[src/rtl/alu_muldiv_if.sv]
// Handshake and operand bus between the EX-stage controller (master) and alu_muldiv (slave).
interface alu_muldiv_if #(
    parameter int WIDTH = 32
);
    logic             start;
    logic [5:0]       Signal;
    logic [WIDTH-1:0] dataA;
    logic [WIDTH-1:0] dataB;
    logic [WIDTH-1:0] dataOut;
    logic             busy;
    logic             done;

    modport master (
        output start, Signal, dataA, dataB,
        input  dataOut, busy, done
    );

    modport slave (
        input  start, Signal, dataA, dataB,
        output dataOut, busy, done
    );
endinterface

[src/rtl/alu_muldiv.sv]
// MIPS EX-stage ALU: single-cycle logic/arith ops plus iterative unsigned MULTU/DIVU
// into internal HI/LO registers, behind a start/busy/done handshake.
module alu_muldiv #(
    parameter int WIDTH = 32
) (
    input  logic         clk,
    input  logic         reset,
    alu_muldiv_if.slave  bus
);
    localparam int CW = $clog2(WIDTH + 1);

    localparam logic [5:0] F_AND   = 6'b100100;
    localparam logic [5:0] F_OR    = 6'b100101;
    localparam logic [5:0] F_ADD   = 6'b100000;
    localparam logic [5:0] F_SUB   = 6'b100010;
    localparam logic [5:0] F_SLT   = 6'b101010;
    localparam logic [5:0] F_MFHI  = 6'b010000;
    localparam logic [5:0] F_MFLO  = 6'b010010;
    localparam logic [5:0] F_MULTU = 6'b011001;
    localparam logic [5:0] F_DIVU  = 6'b011011;

    typedef enum logic [1:0] {S_IDLE, S_RUN, S_DONE} state_t;

    state_t               r_state;
    state_t               w_state_next;
    logic [CW-1:0]        r_cnt;
    logic                 r_is_div;
    logic [WIDTH-1:0]     r_opnd;
    logic [2*WIDTH-1:0]   r_acc;
    logic [WIDTH-1:0]     r_hi;
    logic [WIDTH-1:0]     r_lo;
    logic [WIDTH-1:0]     r_dout;

    logic                 w_accept;
    logic                 w_is_long;
    logic                 w_last_iter;
    logic [WIDTH-1:0]     w_alu;
    logic [WIDTH:0]       w_mul_sum;
    logic [2*WIDTH-1:0]   w_mul_next;
    logic [WIDTH:0]       w_div_shift;
    logic [WIDTH:0]       w_div_diff;
    logic [2*WIDTH-1:0]   w_div_next;
    logic [2*WIDTH-1:0]   w_iter_next;

    assign w_accept    = (r_state != S_RUN) && bus.start;
    assign w_is_long   = (bus.Signal == F_MULTU) || (bus.Signal == F_DIVU);
    assign w_last_iter = (r_cnt == CW'(1));

    // Multiply: r_acc = {partial product, remaining multiplier bits}, shifted right each step.
    assign w_mul_sum  = {1'b0, r_acc[2*WIDTH-1:WIDTH]} + (r_acc[0] ? {1'b0, r_opnd} : '0);
    assign w_mul_next = {w_mul_sum, r_acc[WIDTH-1:1]};

    // Divide: r_acc = {remainder, dividend bits becoming quotient bits}, shifted left each step.
    assign w_div_shift = r_acc[2*WIDTH-1:WIDTH-1];
    assign w_div_diff  = w_div_shift - {1'b0, r_opnd};
    assign w_div_next  = w_div_diff[WIDTH]
                       ? {w_div_shift[WIDTH-1:0], r_acc[WIDTH-2:0], 1'b0}
                       : {w_div_diff[WIDTH-1:0],  r_acc[WIDTH-2:0], 1'b1};

    assign w_iter_next = r_is_div ? w_div_next : w_mul_next;

    always_comb begin
        w_alu = '0;
        unique case (bus.Signal)
            F_AND:   w_alu = bus.dataA & bus.dataB;
            F_OR:    w_alu = bus.dataA | bus.dataB;
            F_ADD:   w_alu = bus.dataA + bus.dataB;
            F_SUB:   w_alu = bus.dataA - bus.dataB;
            F_SLT:   w_alu = {{(WIDTH-1){1'b0}}, ($signed(bus.dataA) < $signed(bus.dataB))};
            F_MFHI:  w_alu = r_hi;
            F_MFLO:  w_alu = r_lo;
            default: w_alu = '0;
        endcase
    end

    always_ff @(posedge clk or negedge reset) begin
        if (!reset) begin
            r_state <= S_IDLE;
        end else begin
            r_state <= w_state_next;
        end
    end

    always_comb begin
        w_state_next = S_IDLE;
        unique case (r_state)
            S_RUN:   w_state_next = w_last_iter ? S_DONE : S_RUN;
            default: begin
                if (w_accept) begin
                    w_state_next = w_is_long ? S_RUN : S_DONE;
                end
            end
        endcase
    end

    always_comb begin
        bus.busy    = (r_state == S_RUN);
        bus.done    = (r_state == S_DONE);
        bus.dataOut = r_dout;
    end

    always_ff @(posedge clk or negedge reset) begin
        if (!reset) begin
            r_cnt    <= '0;
            r_is_div <= 1'b0;
            r_opnd   <= '0;
            r_acc    <= '0;
            r_hi     <= '0;
            r_lo     <= '0;
            r_dout   <= '0;
        end else if (w_accept) begin
            if (w_is_long) begin
                r_is_div <= (bus.Signal == F_DIVU);
                r_cnt    <= CW'(WIDTH);
                if (bus.Signal == F_DIVU) begin
                    r_opnd <= bus.dataB;
                    r_acc  <= {{WIDTH{1'b0}}, bus.dataA};
                end else begin
                    r_opnd <= bus.dataA;
                    r_acc  <= {{WIDTH{1'b0}}, bus.dataB};
                end
            end else begin
                r_dout <= w_alu;
            end
        end else if (r_state == S_RUN) begin
            r_acc <= w_iter_next;
            r_cnt <= r_cnt - CW'(1);
            if (w_last_iter) begin
                r_hi   <= w_iter_next[2*WIDTH-1:WIDTH];
                r_lo   <= w_iter_next[WIDTH-1:0];
                r_dout <= w_iter_next[WIDTH-1:0];
            end
        end
    end
endmodule

[src/flat_wrapper.sv]
// flat-port wrapper written by rule: the top's interface ports become plain ports
module alu_muldiv_flat 
#(
    parameter int WIDTH = 32
)
  (clk, reset, bus_start, bus_Signal, bus_dataA, bus_dataB, bus_dataOut, bus_busy, bus_done);
  alu_muldiv_if #(.WIDTH(WIDTH)) bus_i ();
  input  logic clk;
  input  logic reset;
  input wire logic [$bits(bus_i.start)-1:0] bus_start;
  input wire logic [$bits(bus_i.Signal)-1:0] bus_Signal;
  input wire logic [$bits(bus_i.dataA)-1:0] bus_dataA;
  input wire logic [$bits(bus_i.dataB)-1:0] bus_dataB;
  output wire logic [$bits(bus_i.dataOut)-1:0] bus_dataOut;
  output wire logic [$bits(bus_i.busy)-1:0] bus_busy;
  output wire logic [$bits(bus_i.done)-1:0] bus_done;
  assign bus_i.start = bus_start;
  assign bus_i.Signal = bus_Signal;
  assign bus_i.dataA = bus_dataA;
  assign bus_i.dataB = bus_dataB;
  assign bus_dataOut = bus_i.dataOut;
  assign bus_busy = bus_i.busy;
  assign bus_done = bus_i.done;
  alu_muldiv #(.WIDTH(WIDTH)) u_core (.clk(clk), .reset(reset), .bus(bus_i));
endmodule
[config.mk]
export PLATFORM = sky130hd
export DESIGN_NAME = alu_muldiv_flat
export DESIGN_NICKNAME = d
export VERILOG_FILES = /design/src/rtl/alu_muldiv_if.sv /design/src/rtl/alu_muldiv.sv /design/src/flat_wrapper.sv
export SDC_FILE = /design/constraint.sdc
export NUM_CORES = 1
export LEC_CHECK = 0
export CAP_MARGIN = 20
export CORE_UTILIZATION = 50
export CTS_CLUSTER_SIZE = 20
export DETAILED_ROUTE_END_ITERATION = 7
export GPL_TIMING_DRIVEN = 1
export PLACE_DENSITY_LB_ADDON = 0.15
export SLEW_MARGIN = 20
export SYNTH_ARGS = -nofsm -noshare
export SYNTH_HDL_FRONTEND = slang
export SYNTH_SLANG_ARGS = --single-unit
[constraint.sdc]
create_clock -name clk -period 4.13 [get_ports clk]
set_input_delay 0.826 -clock clk [delete_from_list [all_inputs] [get_ports clk]]
set_output_delay 0.826 -clock clk [all_outputs]
set_load 0.05 [all_outputs]
==> impl_results.rst <==
.. list-table::
   :header-rows: 1

   * - Metric
     - Value
   * - Cell area after layout
     - ~22,000 um^2
   * - Maximum number of pins on one net before global-route repair
     - 104
   * - Hold Path Class
     - in -> async
   * - Highest fanout seen on the critical path
     - 32
   * - Worst setup path end
     - u_core.r_hi[31]$_DFFE_PN0P_
   * - Number of instances resized during post-cts repair
     - 0
   * - Synth-to-Final Area Change
     - 17.5%
   * - Deepest level of the CTS H-tree
     - 1
   * - DP Area
     - about 21,000 um^2
   * - Maximum cell stage delay along the critical path
     - between 0.4 and 0.5 ns
   * - Final setup viols
     - 0
   * - Final hold violation count
     - 0
   * - Highest Clock Rate
     - between 200 and 300 MHz
   * - Sequential share of power
     - 0.379
   * - RSZ-0062 raised after global routing
     - no
   * - Number of nets with antenna violations after routing
     - 0
   * - Routed WL
     - between 60 and 70 mm
   * - Synth cell types
     - between 90 and 100
   * - Clock tree from TritonCTS
     - built
   * - Synth Net Count
     - around 2,700
   * - Warnings, synthesis
     - 0
   * - Comb power frac
     - 0.190
   * - Antenna diode instance count
     - 0
   * - First-pass iteration count of the detailed router
     - 7
   * - Rows
     - 70
   * - Number of buffers inserted during clock tree synthesis
     - 24
   * - Clock transition at the registers of the reported paths
     - 0.07 ns
   * - Clock latency of the later-clocked register in the worst-skew pair
     - roughly 0.55 ns
   * - Share of the yosys chip area belonging to registers
     - 0.265
   * - Slowest stage cell, crit path
     - fa_1
   * - Reg-to-reg slack, setup
     - 0.23 ns
   * - Asr flop ratio synth
     - 1.00
   * - Starting Density
     - 0.513
   * - Worst reg2reg path startpoint
     - u_core.r_acc[31]$_DFFE_PN0P_
   * - Highest routed metal layer
     - met5
   * - Critical R2R Capture
     - u_core.r_hi[31]$_DFFE_PN0P_
   * - Syn Inst Count
     - around 2,400
   * - Critical path origin
     - u_core.r_acc[31]$_DFFE_PN0P_
   * - Grt total ovfl
     - 0
   * - Endpoint arrival time on the critical path
     - roughly 4.3 ns
   * - Sink count of the clock tree
     - about 200
   * - Count of buffers inserted at the top-level ports
     - about 110
   * - Number of cells in the design after placement
     - approximately 3,100
   * - Ratio of cells with drive above 1 in the final layout
     - 0.104
   * - Area of the core
     - ~37,000 um^2
   * - Worst setup slack after placement
     - -0.250 ns
   * - Antenna violations before repair
     - 2
   * - Root buffer selected by CTS
     - clkbuf_16
   * - Most area-hungry cell type in the Yosys netlist
     - dfrtp_1
   * - RD Place Congestion
     - roughly 0.99
   * - Met3 wire length
     - ~7.3 mm
   * - Slack of the critical path
     - between 0.2 and 0.25 ns
   * - Static leakage
     - 10.4 nW
   * - Fraction of power consumed by the clock network
     - 0.431
   * - Detailed-placement wirelength estimate
     - about 53 mm
   * - Die ar.
     - a little under 40,000 um^2
   * - Crit path cell chain
     - inv_1, ha_1, fa_1, nand2b_1, a21oi_1, o211ai_1, o21ai_2, o21a_1, o2111ai_4, buf_12, buf_4, nor4_2, a211oi_1, o31ai_2
   * - CTS Buffer Depth
     - 3
   * - Number of primary I/O pins
     - around 110
   * - Most area-consuming cells after synthesis
     - dfrtp_1, ha_1, mux2i_1
   * - Non-Filler Instances
     - ~3,100
   * - Critical Setup Path Class
     - reg -> reg
   * - Number of maximum-capacitance constraint violations
     - 0
   * - Net count, final
     - between 2,000 and 3,000
   * - Total power per unit cell area
     - 234 nW/um^2
   * - Average footprint of a synthesized cell
     - 7.79 um^2
   * - Gr usage total
     - 0.355
   * - Utilization after layout
     - 0.602
   * - Internal power contribution
     - ~3.7 mW
   * - Final critical path time including I/O delays and setup
     - 3.90 ns
   * - Met1 layer wirelength in the final routing
     - 32.0 mm
   * - Flip-flop and latch count after synthesis
     - ~200
   * - Via-to-Cell Ratio
     - a little over 6
   * - Total number of vias
     - roughly 19,000
   * - Floorplan die width
     - roughly 200 um
   * - Final worst path period share
     - 0.945
   * - Area share of the largest cell type after synthesis
     - 0.265
   * - Commonest register cell after synthesis
     - dfrtp_1
   * - Hold-fix buffer count after cts
     - 0
   * - Pin slew with the least headroom to its limit
     - between 0.9 and 1 ns
   * - Required arrival time at the worst endpoint
     - about 4.6 ns
   * - Synthesized cell area
     - roughly 19,000 um^2
   * - Total DRC errors in the routed layout
     - 0
   * - Post-DR wirelength/cell
     - ~22 um
   * - Vias in the first global route
     - approximately 18,000
   * - EDFF count, synth
     - 0
   * - Register-to-Register Path Depth
     - 14
   * - Sw power
     - approximately 1.5 mW
   * - Post-route clock skew
     - 0.0320 ns
   * - WHS
     - roughly 0.32 ns
   * - Final Max Slew Viols
     - 0
   * - Worst relative slew slack
     - 0.383
   * - Endpoint type of the worst setup path
     - flip-flop
   * - Kind of start point of the critical path
     - flip-flop
   * - Run status
     - finished, final reports clean
   * - Die height
     - 197 um
   * - Routed met2 length
     - 28.6 mm
   * - Fraction of power spent switching nets
     - 0.293
   * - Global-route wire length before repair
     - approximately 110 mm
   * - Number of buffers inserted by post-CTS setup repair
     - 0
   * - Number of design-rule violations left by the first detailed-router iteration
     - 1,691
   * - Largest vdd supply drop
     - roughly 0.29 mV
[worst min-delay path by stage]
| stage | end | slack (ns) | depth (start not counted) |
|---|---|---|---|
| 3_3_place_gp | u_core.bus.dataOut[10]$_DFFE_PN0P_ | 0.45 | 2 |
| 4_1_cts | u_core.bus.dataOut[20]$_DFFE_PN0P_ | 0.37 | 1 |
| 2_1_floorplan | u_core.r_lo[24]$_DFFE_PN0P_ | 0.45 | 2 |
| 3_5_place_dp | u_core.r_lo[31]$_DFFE_PN0P_ | 0.47 | 2 |
| 6_report | u_core.bus.dataOut[20]$_DFFE_PN0P_ | 0.32 | 1 |
| 5_1_grt | u_core.bus.dataOut[29]$_DFFE_PN0P_ | 0.40 | 1 |
[layer usage]
| layer | vias up | track usage |
|---|---|---|
| met3 | 98 | 0.0922 |
| met5 | - | 0 |
| met4 | 2 | 0.0792 |
| met1 | 9164 | 0.526 |
| met2 | 846 | 0.512 |
| li1 | 9025 | - |
[critical path, delay by kind of cell, from the launching register on]
family / cells / cell delay [ns]
buf+inv: 3 / 0.53
compound gates: 7 / 1.65
simple gates: 2 / 0.57
fa+ha+maj: 2 / 0.67
flops: 1 / 0.39
[cells in the final DEF (no fill, tap or decap), drive strengths merged, types with 103 or more instances in the layout]
master	netlist	final
o21ai	160	160
nor2	233	233
ha	165	165
clkdlybuf4s50	0	103
mux2i	118	118
inv	183	186
nand2	280	280
buf	31	172
dfrtp	201	201
a21oi	201	201
[sequential cells by signal (all words and copies together), names as in the netlist]
signal and flops:
u_core.bus.dataOut 32, u_core.r_state 2, u_core.r_lo 32, u_core.r_is_div 1, u_core.r_hi 32, u_core.r_acc 64, u_core.r_cnt 6, u_core.r_opnd 32
[synthesized netlist by cell type, types with 12 or more instances]
library cell,instances
a211oi_1,37
a21o_1,54
a21oi_1,201
a311oi_1,20
a31oi_1,42
and2_1,21
and3_1,12
buf_1,14
clkbuf_1,115
dfrtp_1,201
ha_1,165
inv_1,182
mux2_2,19
mux2i_1,118
nand2_1,280
nand2b_1,21
nand3_1,57
nor2_1,233
nor2b_1,17
nor3_1,57
o211ai_1,39
o21a_1,12
o21ai_0,139
o21ai_1,20
o21bai_1,22
o221ai_1,28
o22ai_1,16
o31ai_1,23
or3_1,16
xnor2_1,42
xor2_1,15
[power by group through the flow]
stage / logic (mW) / registers (mW) / clock network, mW
2_1_floorplan: 0.501 / 2.01 / 0
3_3_place_gp: 0.957 / 2.01 / 0
3_5_place_dp: 0.958 / 2.01 / 0
4_1_cts: 0.963 / 1.97 / 2.28
5_1_grt: 1.06 / 1.97 / 2.35
6_report: 0.989 / 1.97 / 2.24
[kinds of logic (layout without fill, tap and decap cells)]
logic type / after synthesis / in the layout / share of synthesized area
flip-flops: 201 / 201 / 0.265
adder cells (fa/ha/maj): 169 / 169 / 0.113
buffers and inverters: 331 / 503 / 0.0690
multiplexers: 145 / 145 / 0.0784
AO/OA/AOI/OAI: 771 / 771 / 0.270
XOR/XNOR: 57 / 57 / 0.0263
AND/OR/NAND/NOR: 760 / 760 / 0.178
[layout make-up]
type / count / area (um^2)
clock buffer: 31 / 688
clock inverter: 13 / 138
fill: 3436 / 14700
inverter: 184 / 691
multi-input combinational: 1902 / 12700
sequential: 201 / 5030
tap: 504 / 631
timing repair buffer: 275 / 2420
[per-stage QoR]
stage          setup TNS (ns)  total power, mW
4_1_cts                     0             5.21
3_3_place_gp           -0.525             2.96
2_1_floorplan               0             2.51
5_1_grt                     0             5.38
3_5_place_dp           -0.866             2.96
6_report                    0             5.20
(Power assumes the default switching activity.)
